### src/rtl/vm_pkg.sv
// Shared types and decode helpers for the multi-item vending machine.
// Holds the FSM state encoding, coin codes, coin decode and item pricing.
package vm_pkg;

    typedef enum logic [2:0] {
        ST_IDLE     = 3'd0,
        ST_INSERT   = 3'd1,
        ST_CHECK    = 3'd2,
        ST_DISPENSE = 3'd3,
        ST_SEL      = 3'd4,
        ST_REFUND   = 3'd5
    } vm_state_t;

    localparam logic [2:0] COIN_NONE = 3'b000;
    localparam logic [2:0] COIN_5    = 3'b001;
    localparam logic [2:0] COIN_10   = 3'b010;
    localparam logic [2:0] COIN_20   = 3'b100;

    // Non one-hot codes decode to 0 so they are silently ignored.
    function automatic int unsigned coin_value(input logic [2:0] code);
        case (code)
            COIN_5:  return 5;
            COIN_10: return 10;
            COIN_20: return 20;
            default: return 0;
        endcase
    endfunction

    function automatic int unsigned price_of(input int unsigned idx);
        return 10 * (idx + 1);
    endfunction

endpackage

### src/rtl/vm_stock_bank.sv
// Per-item stock counters with a single decrement strobe and empty flags.
// With VM_RESTOCK_EN defined, restock while idle reloads every counter.
module vm_stock_bank #(
    parameter int NUM_ITEMS  = 4,
    parameter int ITEM_W     = 2,
    parameter int STOCK_W    = 4,
    parameter int INIT_STOCK = 3
) (
    input  logic                 clk,
    input  logic                 reset_n,
`ifdef VM_RESTOCK_EN
    input  logic                 restock,
    input  logic                 idle,
`endif
    input  logic                 dec,
    input  logic [ITEM_W-1:0]    idx,
    output logic [NUM_ITEMS-1:0] empty
);

    localparam logic [STOCK_W-1:0] INIT_VAL = STOCK_W'(INIT_STOCK);

    generate
        for (genvar gi = 0; gi < NUM_ITEMS; gi++) begin : g_counter
            logic [STOCK_W-1:0] count_reg;
            logic               hit;

            // The zero guard keeps a counter from wrapping even if a caller misbehaves.
            assign hit = dec && (idx == ITEM_W'(gi)) && (count_reg != '0);

            always_ff @(posedge clk or negedge reset_n) begin
                if (!reset_n) begin
                    count_reg <= INIT_VAL;
`ifdef VM_RESTOCK_EN
                end else if (restock && idle) begin
                    count_reg <= INIT_VAL;
`endif
                end else if (hit) begin
                    count_reg <= count_reg - STOCK_W'(1);
                end
            end

            assign empty[gi] = (count_reg == '0);
        end
    endgenerate

endmodule

### src/rtl/vending_machine_multi.sv
// Multi-item vending transaction FSM with capped credit, refund and continue-buy.
// Optional restock input is compiled in when VM_RESTOCK_EN is defined.
module vending_machine_multi
    import vm_pkg::*;
#(
    parameter int NUM_ITEMS  = 4,
    parameter int ITEM_W     = $clog2(NUM_ITEMS),
    parameter int MONEY_W    = 8,
    parameter int MAX_MONEY  = 40,
    parameter int STOCK_W    = 4,
    parameter int INIT_STOCK = 3
) (
    input  logic                 clk,
    input  logic                 reset_n,
    input  logic                 start,
    input  logic [ITEM_W-1:0]    item_in,
    input  logic [2:0]           money,
    input  logic                 done_money,
    input  logic                 cancel,
    input  logic                 continue_buy,
`ifdef VM_RESTOCK_EN
    input  logic                 restock,
`endif
    output logic                 done,
    output logic [NUM_ITEMS-1:0] item_out,
    output logic [MONEY_W-1:0]   change,
    output logic                 end_trans,
    output logic                 out_stock,
    output logic                 coin_reject,
    output logic                 insufficient,
    output logic [2:0]           state
);

    vm_state_t              state_reg, state_next;
    logic [MONEY_W-1:0]     credit_reg, credit_next;
    logic [ITEM_W-1:0]      item_reg, item_next;
    logic                   done_money_q;

    logic                   done_reg, done_next;
    logic [NUM_ITEMS-1:0]   item_out_reg, item_out_next;
    logic [MONEY_W-1:0]     change_reg, change_next;
    logic                   end_trans_reg, end_trans_next;
    logic                   out_stock_reg, out_stock_next;
    logic                   coin_reject_reg, coin_reject_next;
    logic                   insufficient_reg, insufficient_next;

    logic [NUM_ITEMS-1:0]   empty;
    logic                   item_empty;
    logic                   stock_dec;
    logic                   go_refund;
    logic                   done_rise;
    logic [MONEY_W-1:0]     price;
    logic [MONEY_W-1:0]     coin_val;
    logic [MONEY_W:0]       coin_sum;

    vm_stock_bank #(
        .NUM_ITEMS  (NUM_ITEMS),
        .ITEM_W     (ITEM_W),
        .STOCK_W    (STOCK_W),
        .INIT_STOCK (INIT_STOCK)
    ) u_stock (
        .clk     (clk),
        .reset_n (reset_n),
`ifdef VM_RESTOCK_EN
        .restock (restock),
        .idle    (state_reg == ST_IDLE),
`endif
        .dec     (stock_dec),
        .idx     (item_reg),
        .empty   (empty)
    );

    // Indices beyond NUM_ITEMS (non power-of-two configs) behave as sold out.
    assign item_empty = ({1'b0, item_in} >= (ITEM_W+1)'(NUM_ITEMS)) ? 1'b1 : empty[item_in];

    assign done_rise = done_money && !done_money_q;
    assign price     = MONEY_W'(price_of(32'(item_reg)));
    assign coin_val  = MONEY_W'(coin_value(money));
    assign coin_sum  = {1'b0, credit_reg} + {1'b0, coin_val};

    // Registered outputs are computed on the transition, so they are valid
    // during the first cycle of the state being entered.
    always_comb begin
        state_next        = state_reg;
        credit_next       = credit_reg;
        item_next         = item_reg;
        done_next         = 1'b0;
        item_out_next     = '0;
        change_next       = '0;
        end_trans_next    = 1'b0;
        out_stock_next    = 1'b0;
        coin_reject_next  = 1'b0;
        insufficient_next = 1'b0;
        stock_dec         = 1'b0;
        go_refund         = 1'b0;

        case (state_reg)
            ST_IDLE, ST_SEL: begin
                if (state_reg == ST_SEL && cancel) begin
                    go_refund = 1'b1;
                end else if (start) begin
                    item_next = item_in;
                    if (item_empty) begin
                        out_stock_next = 1'b1;
                        go_refund      = 1'b1;
                    end else begin
                        state_next = ST_INSERT;
                    end
                end
            end

            ST_INSERT: begin
                if (cancel) begin
                    go_refund = 1'b1;
                end else begin
                    if (coin_val != '0) begin
                        if (coin_sum <= (MONEY_W+1)'(MAX_MONEY)) begin
                            credit_next = coin_sum[MONEY_W-1:0];
                        end else begin
                            coin_reject_next = 1'b1;
                        end
                    end
                    if (done_rise) begin
                        state_next = ST_CHECK;
                    end
                end
            end

            ST_CHECK: begin
                if (credit_reg >= price) begin
                    state_next              = ST_DISPENSE;
                    done_next               = 1'b1;
                    item_out_next[item_reg] = 1'b1;
                    credit_next             = credit_reg - price;
                    stock_dec               = 1'b1;
                end else begin
                    state_next        = ST_INSERT;
                    insufficient_next = 1'b1;
                end
            end

            ST_DISPENSE: begin
                if (continue_buy) begin
                    state_next = ST_SEL;
                end else begin
                    go_refund = 1'b1;
                end
            end

            ST_REFUND: begin
                state_next = ST_IDLE;
            end

            default: begin
                state_next  = ST_IDLE;
                credit_next = '0;
            end
        endcase

        if (go_refund) begin
            state_next     = ST_REFUND;
            end_trans_next = 1'b1;
            change_next    = credit_reg;
            credit_next    = '0;
        end
    end

    always_ff @(posedge clk or negedge reset_n) begin
        if (!reset_n) begin
            state_reg        <= ST_IDLE;
            credit_reg       <= '0;
            item_reg         <= '0;
            done_money_q     <= 1'b0;
            done_reg         <= 1'b0;
            item_out_reg     <= '0;
            change_reg       <= '0;
            end_trans_reg    <= 1'b0;
            out_stock_reg    <= 1'b0;
            coin_reject_reg  <= 1'b0;
            insufficient_reg <= 1'b0;
        end else begin
            state_reg        <= state_next;
            credit_reg       <= credit_next;
            item_reg         <= item_next;
            done_money_q     <= done_money;
            done_reg         <= done_next;
            item_out_reg     <= item_out_next;
            change_reg       <= change_next;
            end_trans_reg    <= end_trans_next;
            out_stock_reg    <= out_stock_next;
            coin_reject_reg  <= coin_reject_next;
            insufficient_reg <= insufficient_next;
        end
    end

    assign done         = done_reg;
    assign item_out     = item_out_reg;
    assign change       = change_reg;
    assign end_trans    = end_trans_reg;
    assign out_stock    = out_stock_reg;
    assign coin_reject  = coin_reject_reg;
    assign insufficient = insufficient_reg;
    assign state        = state_reg;

endmodule

### config.mk
export PLATFORM = sky130hd
export DESIGN_NAME = vending_machine_multi
export DESIGN_NICKNAME = d
export VERILOG_FILES = /design/src/rtl/vm_pkg.sv /design/src/rtl/vm_stock_bank.sv /design/src/rtl/vending_machine_multi.sv
export SDC_FILE = /design/constraint.sdc
export NUM_CORES = 1
export LEC_CHECK = 0
export ABC_CLOCK_PERIOD_IN_PS = 3300
export BUFFER_PORTS_ARGS = -buffer_cell sky130_fd_sc_hd__buf_2
export CORE_MARGIN = 3
export CORE_UTILIZATION = 47
export DETAILED_ROUTE_END_ITERATION = 16
export MAX_ROUTING_LAYER = met4
export PLACE_DENSITY = 0.75
export REMOVE_ABC_BUFFERS = 1
export SLEW_MARGIN = 40
export SYNTH_ARGS = -nofsm -noshare
export SYNTH_HDL_FRONTEND = slang
export SYNTH_SLANG_ARGS = --single-unit
### constraint.sdc
create_clock -name clk -period 3.3 [get_ports clk]
set_clock_uncertainty 0.05 [all_clocks]
set_input_delay 0.165 -clock clk [delete_from_list [all_inputs] [get_ports clk]]
set_output_delay 0.165 -clock clk [all_outputs]
set_load 0.01 [all_outputs]
Yosys cells after proc, flatten, opt, wreduce, memory -nomap -nowiden
Index checks and enable logic that the tools add are counted.

cells by class
  add/sub/neg operators = 7
  $mul = 1
  $lt $le $gt $ge = 5
  equality and inequality tests = 21
  multiplexer cells = 40
  bitwise gates (word level) = 1
  reductions and logical operators = 28

operator list
  cell                                                        number
  two-way mux 8 bit                                           6
  inequality test 3 bit, second input constant                9
  case mux 8 bit (3 select lines)                             1
  two-way mux 3 bit                                           7
  two-way mux 1 bit                                           18
  zero test 4 bit                                             4
  nonzero test 4 bit                                          4
  subtractor 4 x 1 -> 4 bit, second input constant            4
  case mux 5 bit (3 select lines)                             1
  case mux 3 bit (4 select lines)                             1
  logical AND 1 bit                                           11
  adder 8 x 8 -> 9 bit                                        1
  equality test 3 x 2 -> 1 bit, second input constant         3
  equality test 3 bit, second input constant                  3
  <= comparator 9 x 6 -> 1 bit, second input constant         1
  greater-or-equal comparator 8 x 7 -> 1 bit                  1
  two-way mux 4 bit                                           2
  nonzero test 8 bit                                          1
  subtractor 8 x 7 -> 8 bit                                   1
  equality test 3 x 1 -> 1 bit, second input constant         2
  less-than comparator 2 x 3 -> 1 bit, second input constant  2
  multiplier 3 x 3 -> 6 bit, first input constant             1
  AND reduction 6 bit                                         1
  AND reduction 5 bit                                         1
  16 further kinds                                            17

storage, ports and cells
  register bits = 47
  bits of input ports = 11
  logic and storage cells = 118

Depth between registers and ports, before layout
  depth after elaboration = 9
  mapped depth = 11
  depth with buffers taken out = 11

Cells and area by module
Synthesis repeated with hierarchy kept, for this count alone.

unflattened totals
  cells, all modules = 284
  area, all modules = 2901.5 µm²

by module, submodules not included
  module                 instances  cells an instance  area an instance (µm²)  seq. area each (µm²)
  vending_machine_multi  1          209                2049.5                  775.7
  vm_stock_bank          1          75                 852.1                   410.4

Worst setup path before layout
Ideal clock, no wire load.

  path kind = register -> register
  from = register credit_reg[0]
  to = register credit_reg[1]
  library setup time = 0.125 ns
  data arrival time = 2.658 ns
  setup slack = 0.467 ns
  cell stages (with the launch flop) = 11
  clock period less this slack = 2.833 ns
  cells stage by stage = dfrtp_1 -> ha_1 -> fa_1 -> a211oi_1 -> nor3b_2 -> mux2_4 -> o22ai_2 -> a31o_1 -> and4b_1 -> buf_6 -> mux2_4

on the way
  longest elaborated chain between the ends = 6
  elaborated cells between the ends (all ways) = 13
  classes of those cells = add/sub (2); order compare (2); eq/ne (2); mux (6); reduce/logical (1)

RTL lines
  element                                                       RTL line                      RTL
  start, declared                                               vending_machine_multi.sv:35   logic [MONEY_W-1:0] credit_reg, credit_next;
  start signal, assigned                                        vending_machine_multi.sv:183  credit_reg <= credit_next;
  branches (longest 6 deep; another with adder 8 x 8 -> 9 bit)  n/a

Several ways; the timed one is not identified. The select of a mux whose other input is x is not followed.
A chain may end at the register's enable or synchronous reset.

Worst setup path after layout
  from = register item_reg[0]
  to = register credit_reg[4]

on the way
  longest elaborated chain between the ends = 6
  elaborated cells between the ends (all ways) = 9
  classes of those cells = add/sub (2); mul (1); order compare (1); eq/ne (1); mux (3); reduce/logical (1)

RTL lines
  element                          RTL line                      RTL
  start, declared                  vending_machine_multi.sv:36   logic [ITEM_W-1:0] item_reg, item_next;
  start signal, assigned           vending_machine_multi.sv:184  item_reg <= item_next;
  adder 2 x 1 -> 3 bit (*)         vm_pkg.sv:30                  return 10 * (idx + 1);
  multiplier 3 x 3 -> 6 bit (*)    vm_pkg.sv:30
  subtractor 8 x 7 -> 8 bit        vending_machine_multi.sv:134  credit_next = credit_reg - price;
  two-way mux 8 bit                vending_machine_multi.sv:130  if (credit_reg >= price) begin
  case mux 8 bit (3 select lines)  vending_machine_multi.sv:97   case (state_reg)
  two-way mux 8 bit                vending_machine_multi.sv:160  if (go_refund) begin

Mark *: on every way between the ends. The rest lies on a longest branch, timed or not. The select of a mux whose other input is x is not followed.

==> results.sh <==
export IMPL_viasPerCell=5.504
export IMPL_start_util_pct=49.03
export IMPL_critPathRequiredTime_ns=3.43
export IMPL_p_leak_nw=1.633
export IMPL_maxSlewHeadroom_pct=61.30
export IMPL_ant_nets=0
export IMPL_worstReg2RegEnd="credit_reg[4]"
export IMPL_p_per_area_nw_per_um2=553.6
export IMPL_path_depth=11
export IMPL_timing_critical_path_cells="inv_1, ha_1, inv_1, ha_1, a21o_1, a21oi_1, a41oi_2, nor2_1, and4b_1, buf_4, mux2_4"
export IMPL_synthArstFlopShare_pct=100.0
export IMPL_synth_cell_types=62
export IMPL_route_detailed_drc=0
export IMPL_cts_tree="done"
export IMPL_synth_common_cells="dfrtp_1 (39), nand2_1 (26), ha_1 (25)"
export IMPL_cap_violations=0
export IMPL_post_dp_cell_area_sq_um=3143
export IMPL_p_int_w=0.001152
export IMPL_clk_insertion_delay_late_ns=0.30
export IMPL_power_switching_w=0.0006668
export IMPL_wl_per_cell_um=14.37
export IMPL_first_global_vias=2181
export IMPL_synth_edf_count=0
export IMPL_synth_seq_cells=47
export IMPL_dp_slack_ns=-0.01347
export IMPL_maxSlewViolCount=0
export IMPL_hp_class="in -> reg"
export IMPL_setup_viol=0
export IMPL_clkPwrFrac_pct=22.7
export IMPL_nNetsFinal=367
export IMPL_stdcell_area_sq_um=3284
export IMPL_numCtsBuffers=5
export IMPL_drt_wl_total_mm=5.818
export IMPL_clock_tree_root_cell="clkbuf_8"
export IMPL_status="finished clean"
export IMPL_postLayoutSetupSlackWorst_ns=0.1881
export IMPL_comb_power_share_pct=39.6
export IMPL_drtIter0Drc=128
export IMPL_clkSinkCount=47
export IMPL_cp_top_family="adder cells"
export IMPL_crit_path_top_delay_cell="dfrtp_1"
export IMPL_worstReg2RegStart="item_reg[0]"
export IMPL_synth_area_leaders="dfrtp_1 (33%), ha_1 (11%), dfstp_2 (7.2%)"
export IMPL_worstSetupEndpointType="flop"
export IMPL_setup_tns_final_ns=0
export IMPL_grt_use_total_pct=17.44
export IMPL_multi_input_area_sq_um=1632
export IMPL_io_pins=31
export IMPL_fin_crit_ns=3.112
export IMPL_rr_worst_depth=11
export IMPL_p_seq_share_pct=37.7
export IMPL_ys_seq_area_share_pct=40.62
export IMPL_h_tree_depth=2
export IMPL_rsz0062_at_grt="no"
export IMPL_die_y_um=84.83
export IMPL_path_class="reg -> reg"
export IMPL_critical_path_buf_inv_count=3
export IMPL_die_width_um=84.83
export IMPL_port_buffer_count=30
export IMPL_dp_hpwl_mm=4.385
export IMPL_worst_pin_slew_ns=0.5805
export IMPL_synth_top_area_cell="dfrtp_1"
export IMPL_cts_buffer_depth=2
export IMPL_hp_start="item_in[1]"
export IMPL_critPathLaunchType="flop"
export IMPL_syn_area_sq_um=2920
export IMPL_fmax_mhz=321.3
export IMPL_rows=28
export IMPL_grt_max_degree=48
export IMPL_areaGrowthSynthToFinish_pct=12.47
export IMPL_fill_cells=543
export IMPL_fin_util_pct=55.15
export IMPL_p_sw_share_pct=36.67
export IMPL_whs_endpoint="item_reg[1]"
export IMPL_die_area_sq_um=7195
export IMPL_period_share_pct=94.30
export IMPL_place_congestion=0.9108
export IMPL_layout_drive_gt1_share_pct=19.70
export IMPL_num_vias=2229
export IMPL_worst_endpoint_arrival_ns=3.24
export IMPL_largest_register_ffs=16
export IMPL_peakVddDrop_mv=0.3475
export IMPL_slowest_delay_ns=0.46
export IMPL_worstPathMaxFanout=7
export IMPL_reg2reg_slack_ns=0.19
export IMPL_grt_pass1_wl_mm=10.06
export IMPL_synth_top_area_share_pct=33.42
export IMPL_dr_pass1_iters=4
export IMPL_hold_viol_final=0
export IMPL_synth_area_per_cell_sq_um=9.967
export IMPL_coreArea_sq_um=5956
export IMPL_seq_area_sq_um=1186
export IMPL_yosysMostFrequentCell="dfrtp_1"
export IMPL_ys_flop_type="dfrtp_1"
export IMPL_diodes=0
export IMPL_antenna_found_initial=0
export IMPL_syn_inst=293
export IMPL_clkTransAtPathRegs_ns=0.09
export IMPL_overflow=0
export IMPL_yosys_warnings=0
export IMPL_whs_path_depth=2
==> routing by layer <==
layer  routed length, um  up-vias  global-route usage (%)
li1                    -     1105                       -
met1                2827     1064                   23.97
met2                2651       51                   26.33
met3                 253        9                   3.495
met4                  85        0                   5.036
met5                   0        -                       -
==> cell type report <==
type / count / share of cell area [%]
Multi-Input combinational cell: 220 / 49.68
Tap cell: 75 / 2.857
Inverter: 21 / 2.400
Timing Repair Buffer: 34 / 5.714
Clock inverter: 1 / 0.9143
Clock buffer: 7 / 2.324
Sequential cell: 47 / 36.11
==> cell families (layout without fill, tap and decap cells) <==
| group | Yosys count | in the layout | share of synthesized area (%) |
|---|---|---|---|
| simple gates | 110 | 110 | 20.18 |
| compound gates | 59 | 59 | 14.23 |
| flops | 47 | 47 | 40.62 |
| fa+ha+maj | 27 | 27 | 12.08 |
| buf+inv | 26 | 63 | 3.770 |
| xor+xnor | 12 | 12 | 3.599 |
| mux | 12 | 12 | 5.527 |
==> worst max-delay path by stage <==
stage | start | end | slack, ns
after global routing | item_reg[0] | credit_reg[4] | 0.02
after detailed placement | item_reg[0] | credit_reg[6] | -0.01
after global placement | item_reg[0] | credit_reg[6] | 0.06
final | item_reg[0] | credit_reg[4] | 0.19
after floorplan | credit_reg[0] | credit_reg[5] | 0.34
after CTS | item_reg[0] | credit_reg[4] | 0.11
==> placed cells by master, fill, tap and decap left out, types with 2 or more instances in the layout <==
cell type	synthesis	routed
dfrtp_1	39	39
buf_2	1	29
nand2_1	26	26
ha_1	25	25
nor2_1	23	23
inv_1	20	20
nor3_1	12	12
o21ai_1	10	10
and2_1	10	10
a21o_1	8	8
o21ai_0	8	8
mux2_4	8	8
dfstp_2	8	8
a21oi_1	7	7
xnor2_1	7	7
nand3_1	6	6
and3_1	6	6
nor3b_1	5	5
xor2_1	5	5
clkbuf_8	0	5
nand4_1	4	4
nand2b_1	4	4
mux2i_1	3	3
a211oi_1	3	3
a31o_1	3	3
buf_4	1	3
or3b_1	2	2
a211o_1	2	2
a22oi_1	2	2
fa_1	2	2
clkbuf_1	1	2
dlygate4sd3_1	0	2
==> stage by stage <==
stage | power (W) | hold WS, ns | cells
after floorplan | 0.001194 | -0.1806 | 288
after global placement | 0.001386 | 0.2410 | 394
after detailed placement | 0.001400 | 0.1605 | 394
after CTS | 0.001822 | 0.1083 | 404
after global routing | 0.001951 | 0.1092 | 405
final | 0.001818 | 0.1107 | 405
==> what timing repair did <==
item                                    CTS  global route
buffers inserted                          0             1
gates resized for setup                   1             0
endpoints found under the hold margin    40             0
endpoints found under the setup margin    7             8
hold buffers                              2             0
pin swaps                                 0             1
==> power groups by stage <==
stage	logic, W	clock network, W	registers (W)
floorplan	0.000498	0	0.000696
global placement	0.000691	0	0.000694
detailed placement	0.000704	0	0.000696
CTS	0.000714	0.000424	0.000684
global route	0.000808	0.000448	0.000695
finish	0.000721	0.000413	0.000685
(Power assumes the default switching activity.)
